**config.mk**
```make
export PLATFORM = sky130hd
export DESIGN_NAME = deskew_reset_sequencer
export DESIGN_NICKNAME = d
export VERILOG_FILES = /design/src/rtl/deskew_pkg.sv /design/src/rtl/sync_ff.sv /design/src/rtl/deskew_reset_sequencer.sv
export SDC_FILE = /design/constraint.sdc
export NUM_CORES = 1
export LEC_CHECK = 0
export CAP_MARGIN = 20
export CELL_PAD_IN_SITES_DETAIL_PLACEMENT = 2
export CELL_PAD_IN_SITES_GLOBAL_PLACEMENT = 2
export CORE_MARGIN = 2
export CORE_UTILIZATION = 39
export DETAILED_ROUTE_END_ITERATION = 12
export GPL_TIMING_DRIVEN = 1
export PLACE_DENSITY = 0.92
export SETUP_SLACK_MARGIN = 0.15
export SYNTH_ARGS = -nofsm -noshare
export SYNTH_HDL_FRONTEND = slang
export SYNTH_SLANG_ARGS = --single-unit
export TNS_END_PERCENT = 10
```
**constraint.sdc**
```tcl
create_clock -name clk_i -period 2.9 [get_ports clk_i]
set_input_delay 0.87 -clock clk_i [delete_from_list [all_inputs] [get_ports clk_i]]
set_output_delay 0.87 -clock clk_i [all_outputs]
set_load 0.02 [all_outputs]
```
**src/rtl/deskew_pkg.sv**
```systemverilog
// Shared definitions for the deskew reset sequencer and related blocks.
//   - CNT_W     : width of the sequencer cycle counter
//   - state_t   : FSM state encoding with the four sequencer states
//   - sat_inc8  : 8-bit saturating increment used by the loss counter
package deskew_pkg;

    localparam int CNT_W = 16;

    typedef logic [1:0] state_t;

    localparam state_t ST_WAIT_LOCK = 2'd0;
    localparam state_t ST_STABLE    = 2'd1;
    localparam state_t ST_HOLD      = 2'd2;
    localparam state_t ST_RUN       = 2'd3;

    function automatic logic [7:0] sat_inc8(input logic [7:0] value);
        return (value == 8'hFF) ? value : value + 8'd1;
    endfunction

endpackage

```
**src/rtl/sync_ff.sv**
```systemverilog
// Multi-flop synchronizer for a single asynchronous bit.
//   clk   : destination clock
//   rst_n : asynchronous active-low reset, clears every stage to 0
//   d     : asynchronous input
//   q     : synchronized output, DEPTH clk edges behind d
module sync_ff #(
    parameter int DEPTH = 2
) (
    input  logic clk,
    input  logic rst_n,
    input  logic d,
    output logic q
);

    logic [DEPTH-1:0] stages;

    always_ff @(posedge clk or negedge rst_n) begin
        if (!rst_n) begin
            stages <= '0;
        end else begin
            stages <= {stages[DEPTH-2:0], d};
        end
    end

    assign q = stages[DEPTH-1];

endmodule

```
**src/rtl/deskew_reset_sequencer.sv**
```systemverilog
// Reset sequencer for logic clocked by a deskewed (MMCM/DCM) clock.
// Waits for LOCKED to be stable, holds reset for a fixed time, then
// releases it. Lock losses seen while running are flagged and counted.
//   clk_i        : deskewed clock
//   rst_n_i      : asynchronous active-low reset
//   locked_i     : LOCKED flag from the deskew primitive (asynchronous)
//   clear_i      : synchronous clear of lock_lost_o / loss_count_o
//   rst_o        : active-high reset for the clk_i domain
//   ready_o      : high only while running
//   lock_lost_o  : sticky lock-loss flag
//   loss_count_o : saturating count of lock losses while running
//
// state      | meaning
// WAIT_LOCK  | waiting for synchronized lock
// STABLE     | counting consecutive lock cycles
// HOLD       | lock deemed stable, reset still held
// RUN        | reset released, ready asserted
module deskew_reset_sequencer
    import deskew_pkg::*;
#(
    parameter int SYNC_STAGES   = 2,
    parameter int STABLE_CYCLES = 256,
    parameter int HOLD_CYCLES   = 1024
) (
    input  logic       clk_i,
    input  logic       rst_n_i,
    input  logic       locked_i,
    input  logic       clear_i,
    output logic       rst_o,
    output logic       ready_o,
    output logic       lock_lost_o,
    output logic [7:0] loss_count_o
);

    localparam logic [CNT_W-1:0] STABLE_LAST = CNT_W'(STABLE_CYCLES - 1);
    localparam logic [CNT_W-1:0] HOLD_LAST   = CNT_W'(HOLD_CYCLES - 1);

    logic             lock_s;
    state_t           state;
    state_t           state_nxt;
    logic [CNT_W-1:0] cnt;
    logic [CNT_W-1:0] cnt_nxt;
    logic             loss_event;

    sync_ff #(
        .DEPTH (SYNC_STAGES)
    ) u_sync_lock (
        .clk   (clk_i),
        .rst_n (rst_n_i),
        .d     (locked_i),
        .q     (lock_s)
    );

    // The counter is cleared on every transition, so it never needs to wrap.
    always_comb begin
        state_nxt = state;
        cnt_nxt   = cnt;
        case (state)
            ST_WAIT_LOCK: begin
                cnt_nxt = '0;
                if (lock_s) begin
                    state_nxt = ST_STABLE;
                end
            end
            ST_STABLE: begin
                if (!lock_s) begin
                    state_nxt = ST_WAIT_LOCK;
                    cnt_nxt   = '0;
                end else if (cnt == STABLE_LAST) begin
                    state_nxt = ST_HOLD;
                    cnt_nxt   = '0;
                end else begin
                    cnt_nxt = cnt + CNT_W'(1);
                end
            end
            ST_HOLD: begin
                if (!lock_s) begin
                    state_nxt = ST_WAIT_LOCK;
                    cnt_nxt   = '0;
                end else if (cnt == HOLD_LAST) begin
                    state_nxt = ST_RUN;
                    cnt_nxt   = '0;
                end else begin
                    cnt_nxt = cnt + CNT_W'(1);
                end
            end
            ST_RUN: begin
                cnt_nxt = '0;
                if (!lock_s) begin
                    state_nxt = ST_WAIT_LOCK;
                end
            end
            default: begin
                state_nxt = ST_WAIT_LOCK;
                cnt_nxt   = '0;
            end
        endcase
    end

    // Only a drop out of RUN is a lock loss worth recording.
    assign loss_event = (state == ST_RUN) && !lock_s;

    // Outputs are decoded from the next state so they move on the same
    // edge as the state register.
    always_ff @(posedge clk_i or negedge rst_n_i) begin
        if (!rst_n_i) begin
            state   <= ST_WAIT_LOCK;
            cnt     <= '0;
            rst_o   <= 1'b1;
            ready_o <= 1'b0;
        end else begin
            state   <= state_nxt;
            cnt     <= cnt_nxt;
            rst_o   <= (state_nxt != ST_RUN);
            ready_o <= (state_nxt == ST_RUN);
        end
    end

    // Clear wins over a coincident loss; that loss is dropped.
    always_ff @(posedge clk_i or negedge rst_n_i) begin
        if (!rst_n_i) begin
            lock_lost_o  <= 1'b0;
            loss_count_o <= 8'd0;
        end else if (clear_i) begin
            lock_lost_o  <= 1'b0;
            loss_count_o <= 8'd0;
        end else if (loss_event) begin
            lock_lost_o  <= 1'b1;
            loss_count_o <= sat_inc8(loss_count_o);
        end
    end

endmodule

```
# Word-level counts from Yosys, hierarchy flattened
# Cells that the tools add are included.
[word_totals] inputBits=4 regBits=31
[op_classes] n_mux=17 n_eq_ne=9 reduce_logical=6 addsub=2
[op_table] cell="$mux 16" count=4
[op_table] cell="$pmux 16 s3" count=1
[op_table] cell="$mux 8" count=3
[op_table] cell="$add 16x1->16 const B" count=1
[op_table] cell="$eq 16x10->1 const B" count=1
[op_table] cell="$eq 16x8->1 const B" count=1
[op_table] cell="$mux 2" count=6
[op_table] cell="$add 8x1->8 const B" count=1
[op_table] cell="$eq 8x8->1 const B" count=1
[op_table] cell="$pmux 2 s4" count=1
[op_table] cell="$eq 2x2->1 const B" count=3
[op_table] cell="$ne 2x2->1 const B" count=2
[op_table] cell="$eq 2x1->1 const B" count=1
[op_table] cell="$logic_not 2->1" count=1
[op_table] cell="$mux 1" count=2
[op_table] cell="$reduce_and 2->1" count=1
[op_table] cell="$reduce_bool 2->1" count=1
[op_table] cell="$reduce_or 2->1" count=1
[op_table] cell="$logic_and 1x1->1" count=1
[op_table] cell="$logic_not 1->1" count=1

# Longest topological paths before layout
[logic_depth] ltp_word=5 ltp_mapped=6 depth_no_buf=5

# Hierarchy
# A second synthesis with hierarchy kept.
[hier_totals] cells_unflattened=145 hier_area_um2=1512.7
[modules_own_cells] module="deskew_reset_sequencer" seq_area_each_um2=726.9 cells_each=143 n_inst=1 area_per_inst_um2=1462.7
[modules_own_cells] module="sync_ff" seq_area_each_um2=50.0 cells_each=2 n_inst=1 area_per_inst_um2=50.0

# Worst setup path before layout
# No wires, ideal clock.
[synth_timing] kind="register -> register" start="reg cnt[11]" end="reg cnt[11]" stages_incl_launch_ff=6 t_arrival_ns=1.905 required_ns=2.781 slack_ns=0.876 setup_ns=0.119 path_cell_list="dfrtp_1 -> or4_4 -> or4_4 -> a32oi_4 -> buf_8 -> nor2_2"
[synth_between] elab_chain_len=4 elab_cells_between_ends=8
[synth_lines] element="start: declaration" line="deskew_reset_sequencer.sv:41" text="logic [CNT_W-1:0] cnt;"
[synth_lines] element="start signal: assignment" line="deskew_reset_sequencer.sv:113" text="cnt <= cnt_nxt;"
[synth_lines] element="$add 16x1->16, or another cell as far along" line="deskew_reset_sequencer.sv:73, deskew_reset_sequencer.sv:84"
[synth_lines] element="$mux 16, on equally long branches" line="deskew_reset_sequencer.sv:80, deskew_reset_sequencer.sv:69"
[synth_lines] element="$mux 16, on equally long branches" line="deskew_reset_sequencer.sv:77, deskew_reset_sequencer.sv:66"
[synth_lines] element="$pmux 16 s3 (*)" line="deskew_reset_sequencer.sv:58" text="case (state)"
[synth_lines] element="via cnt_nxt[11]" line="deskew_reset_sequencer.sv:42" text="logic [CNT_W-1:0] cnt_nxt;"
# The timed path passes the listed nets; every way through them passes the cells marked *.
# A chain may end at the register's enable or synchronous reset.

# Final worst setup path
[layout_timing] start="reg cnt[0]" end="reg cnt[12]"
# Same word-level chain as after synthesis.

==> results <==
==> cell type report <==
| type | instances | area (um2) | share of cell area (%) |
|---|---|---|---|
| flip-flops and latches | 31 | 777 | 43.2 |
| well taps | 48 | 60.1 | 3.34 |
| clock inverters | 1 | 5.00 | 0.278 |
| inverters | 5 | 18.8 | 1.04 |
| multi-input cells | 110 | 707 | 39.3 |
| clock buffers | 6 | 82.6 | 4.59 |
| repair buffers | 15 | 148 | 8.21 |
==> flip-flops by register name, summed over array words and instances (netlist names) <==
register            flops
u_sync_lock.stages      2
loss_count_o            8
lock_lost_o             1
ready_o                 1
state                   2
rst_o                   1
cnt                    16
==> worst max-delay path, delay by kind of cell (launching register included) <==
family | cells | cell delay (ps)
fa+ha+maj | 1 | 270
flops | 1 | 450
compound gates | 1 | 580
simple gates | 3 | 1090
==> metrics by stage <==
| stage | worst slack [ps] | hold WS, ps | cell area [um2] |
|---|---|---|---|
| 6_report | 361 | 356 | 1800 |
| 3_5_place_dp | 355 | 343 | 1710 |
| 2_1_floorplan | 876 | 331 | 1530 |
| 5_1_grt | 168 | 376 | 1800 |
| 3_3_place_gp | 585 | 340 | 1710 |
| 4_1_cts | 303 | 358 | 1800 |
==> path summary, 6_finish.rpt <==
kind / to / slack (ps)
setup / recovery: cnt[12] / 360
hold / removal: u_sync_lock.stages[1] / 360
setup reg to reg: cnt[12] / 360
hold reg to reg: u_sync_lock.stages[1] / 360
max in group asynchronous: rst_o / 1580
min in group asynchronous: loss_count_o[5] / 990
==> per-layer routing <==
layer	share of wire, %	routed length, um	GRT usage, %
met5	0	0	0
met4	1.3	53	8.16
met3	2.6	103	6.59
met2	55	2200	39.4
met1	41	1660	23.9
==> power by group <==
| group | switching (W) | total [W] | internal (W) | leakage (nW) |
|---|---|---|---|---|
| Clock | 0.000155 | 0.000340 | 0.000186 | 0.0470 |
| Combinational | 0.0000188 | 0.0000281 | 0.00000930 | 0.213 |
| Sequential | 0.00000442 | 0.000440 | 0.000436 | 0.422 |
==> cell usage after synthesis <==
library cell   n  area [um2]
o41a_1         1        11.3
nand3b_1       1        7.51
or4_4          2        22.5
dfstp_2        1        26.3
nand2_1       12        45.0
nor4_1         5        31.3
or4bb_1        1        11.3
a21oi_1        1        5.00
nor2_1        19        71.3
buf_1          1        3.75
o311a_2        1        11.3
ha_1           2        25.0
nor2_2        10        62.6
nand3_1        9        45.0
nor3b_1        1        7.51
and2_1         1        6.26
dfrtp_1       30         751
nand4_1        4        25.0
a32oi_4        1        27.5
o2111ai_1      1        8.76
or4_1          1        7.51
buf_8          1        15.0
mux2i_1        1        10.0
xor2_1         5        43.8
a211oi_1       2        15.0
inv_1          5        18.8
a31oi_1        2        12.5
o21a_1         1        7.51
nor2b_1        2        12.5
o21bai_1       1        7.51
and4_1         1        8.76
and3b_1        1        8.76
nor3_1         9        45.0
clkbuf_1       2        7.51
o31ai_1        1        7.51
xnor2_1       11        96.3
==> cell families (layout without fill, tap and decap cells) <==
| group | after synthesis | in the layout |
|---|---|---|
| flip-flops | 31 | 31 |
| adder cells (fa/ha/maj) | 2 | 2 |
| buffers and inverters | 9 | 27 |
| multiplexers | 1 | 1 |
| AO/OA/AOI/OAI | 12 | 12 |
| AND/OR/NAND/NOR | 79 | 79 |
| XOR/XNOR | 16 | 16 |
==> impl_metrics.json <==
{
  "vias_per_cell": 5.56,
  "clkLatencyLatePin_ps": 280,
  "hp-start": "u_sync_lock.stages[0]",
  "cts_buffers": 5,
  "crit_required_ps": 3040,
  "end_kind": "register",
  "crit_type": "register to register",
  "synth_xor_area_share_pct": 9.17,
  "die_y_um": 66.6,
  "drt_iter0_drc": 38,
  "overflow": 0,
  "cts_resized": 0,
  "post_layout_nonfiller_instances": 216,
  "ys_seq_area_share_pct": 50.8,
  "synth_compound_area_share_pct": 7.45,
  "hold_depth": 0,
  "die_area_um2": 4440,
  "die_x_um": 66.6,
  "status": "finished, final reports clean",
  "dr.pass1.iters": 4,
  "htreeDepth": 2,
  "power_density_nw_per_um2": 450,
  "rsz0062_at_grt": "no",
  "synth_top_family_by_area": "simple AND/OR/NAND/NOR gates",
  "relSlewSlack_pct": 53.8,
  "final_common_cell": "dfrtp_1",
  "min_path_type": "register to register",
  "muxShareOfSynthArea_pct": 0.655,
  "skew_ps": 6.91,
  "diodes": 0,
  "fin_util_pct": 48.4,
  "arrival_ps": 2680,
  "place_congestion": 0.806,
  "cts.sinks": 31,
  "ant_nets": 0,
  "antenna_found_initial": 0,
  "hold_buffers": 0,
  "fmax_ghz": 0.394,
  "dp_hpwl_um": 2880,
  "clock-root-buffer": "clkbuf_8",
  "boundaryPins": 15,
  "start_util_pct": 41.1,
  "yosysWarningCount": 0,
  "cap_violations": 0,
  "cpMaxStageDelayCell": "or4_4",
  "period_needed_ps": 2540,
  "syn_to_final_growth_pct": 17.6,
  "row_count": 22,
  "synth_adder_area_share_pct": 1.64,
  "syn_inst": 150,
  "vias": 1201,
  "mostFrequentLayoutCells": "dfrtp_1 (30), nor2_1 (19), clkdlybuf4s50_1 (14)",
  "critPathLaunchType": "register",
  "wirelength_um": 4020,
  "finalMaxSlewViolations": 0,
  "setup-violations-final": 0,
  "coreArea_um2": 3720,
  "cts_setup_buffers": 0,
  "crit_start": "cnt[0]",
  "finalHoldViolCount": 0,
  "synth_area_per_cell_um2": 10.2,
  "grt_pass1_vias": 1369,
  "crit_fanout": 16,
  "dpl.cell_count": 209,
  "grt_pass1_wl_um": 6980,
  "syn_nets": 156,
  "layout.nets": 174,
  "layout-drive-gt1-share_pct": 13.7,
  "worstPathCellList": "ha_1 -> nand4_1 -> or4_4 -> a32oi_4 -> nor2_1",
  "finalPower_w": 0.000809,
  "max_stage_delay_ps": 660,
  "worst_pin_slew_ps": 693,
  "p_leak_nw": 0.682,
  "vdd_drop_max_mv": 0.254,
  "period_share_pct": 87.6,
  "drc_errors": 0,
  "r2r_cells": 5,
  "track_usage_pct": 21.8,
  "portBuffers": 14,
  "clk_pin_slew_ps": 60,
  "grt_max_degree": 32,
  "wire_per_inst_um": 18.6,
  "r2r-start": "cnt[0]",
  "nFillCells": 392,
  "yosys_register_bits": 31,
  "synth_cell_type_count": 36,
  "setup_tns_ps": 0,
  "clockBufferDepth": 2,
  "syn-cell-area_um2": 1530,
  "synth-simple-area-share_pct": 27.3,
  "cts_tree": "built"
}
No activity file was read; power rests on OpenSTA's default activity.
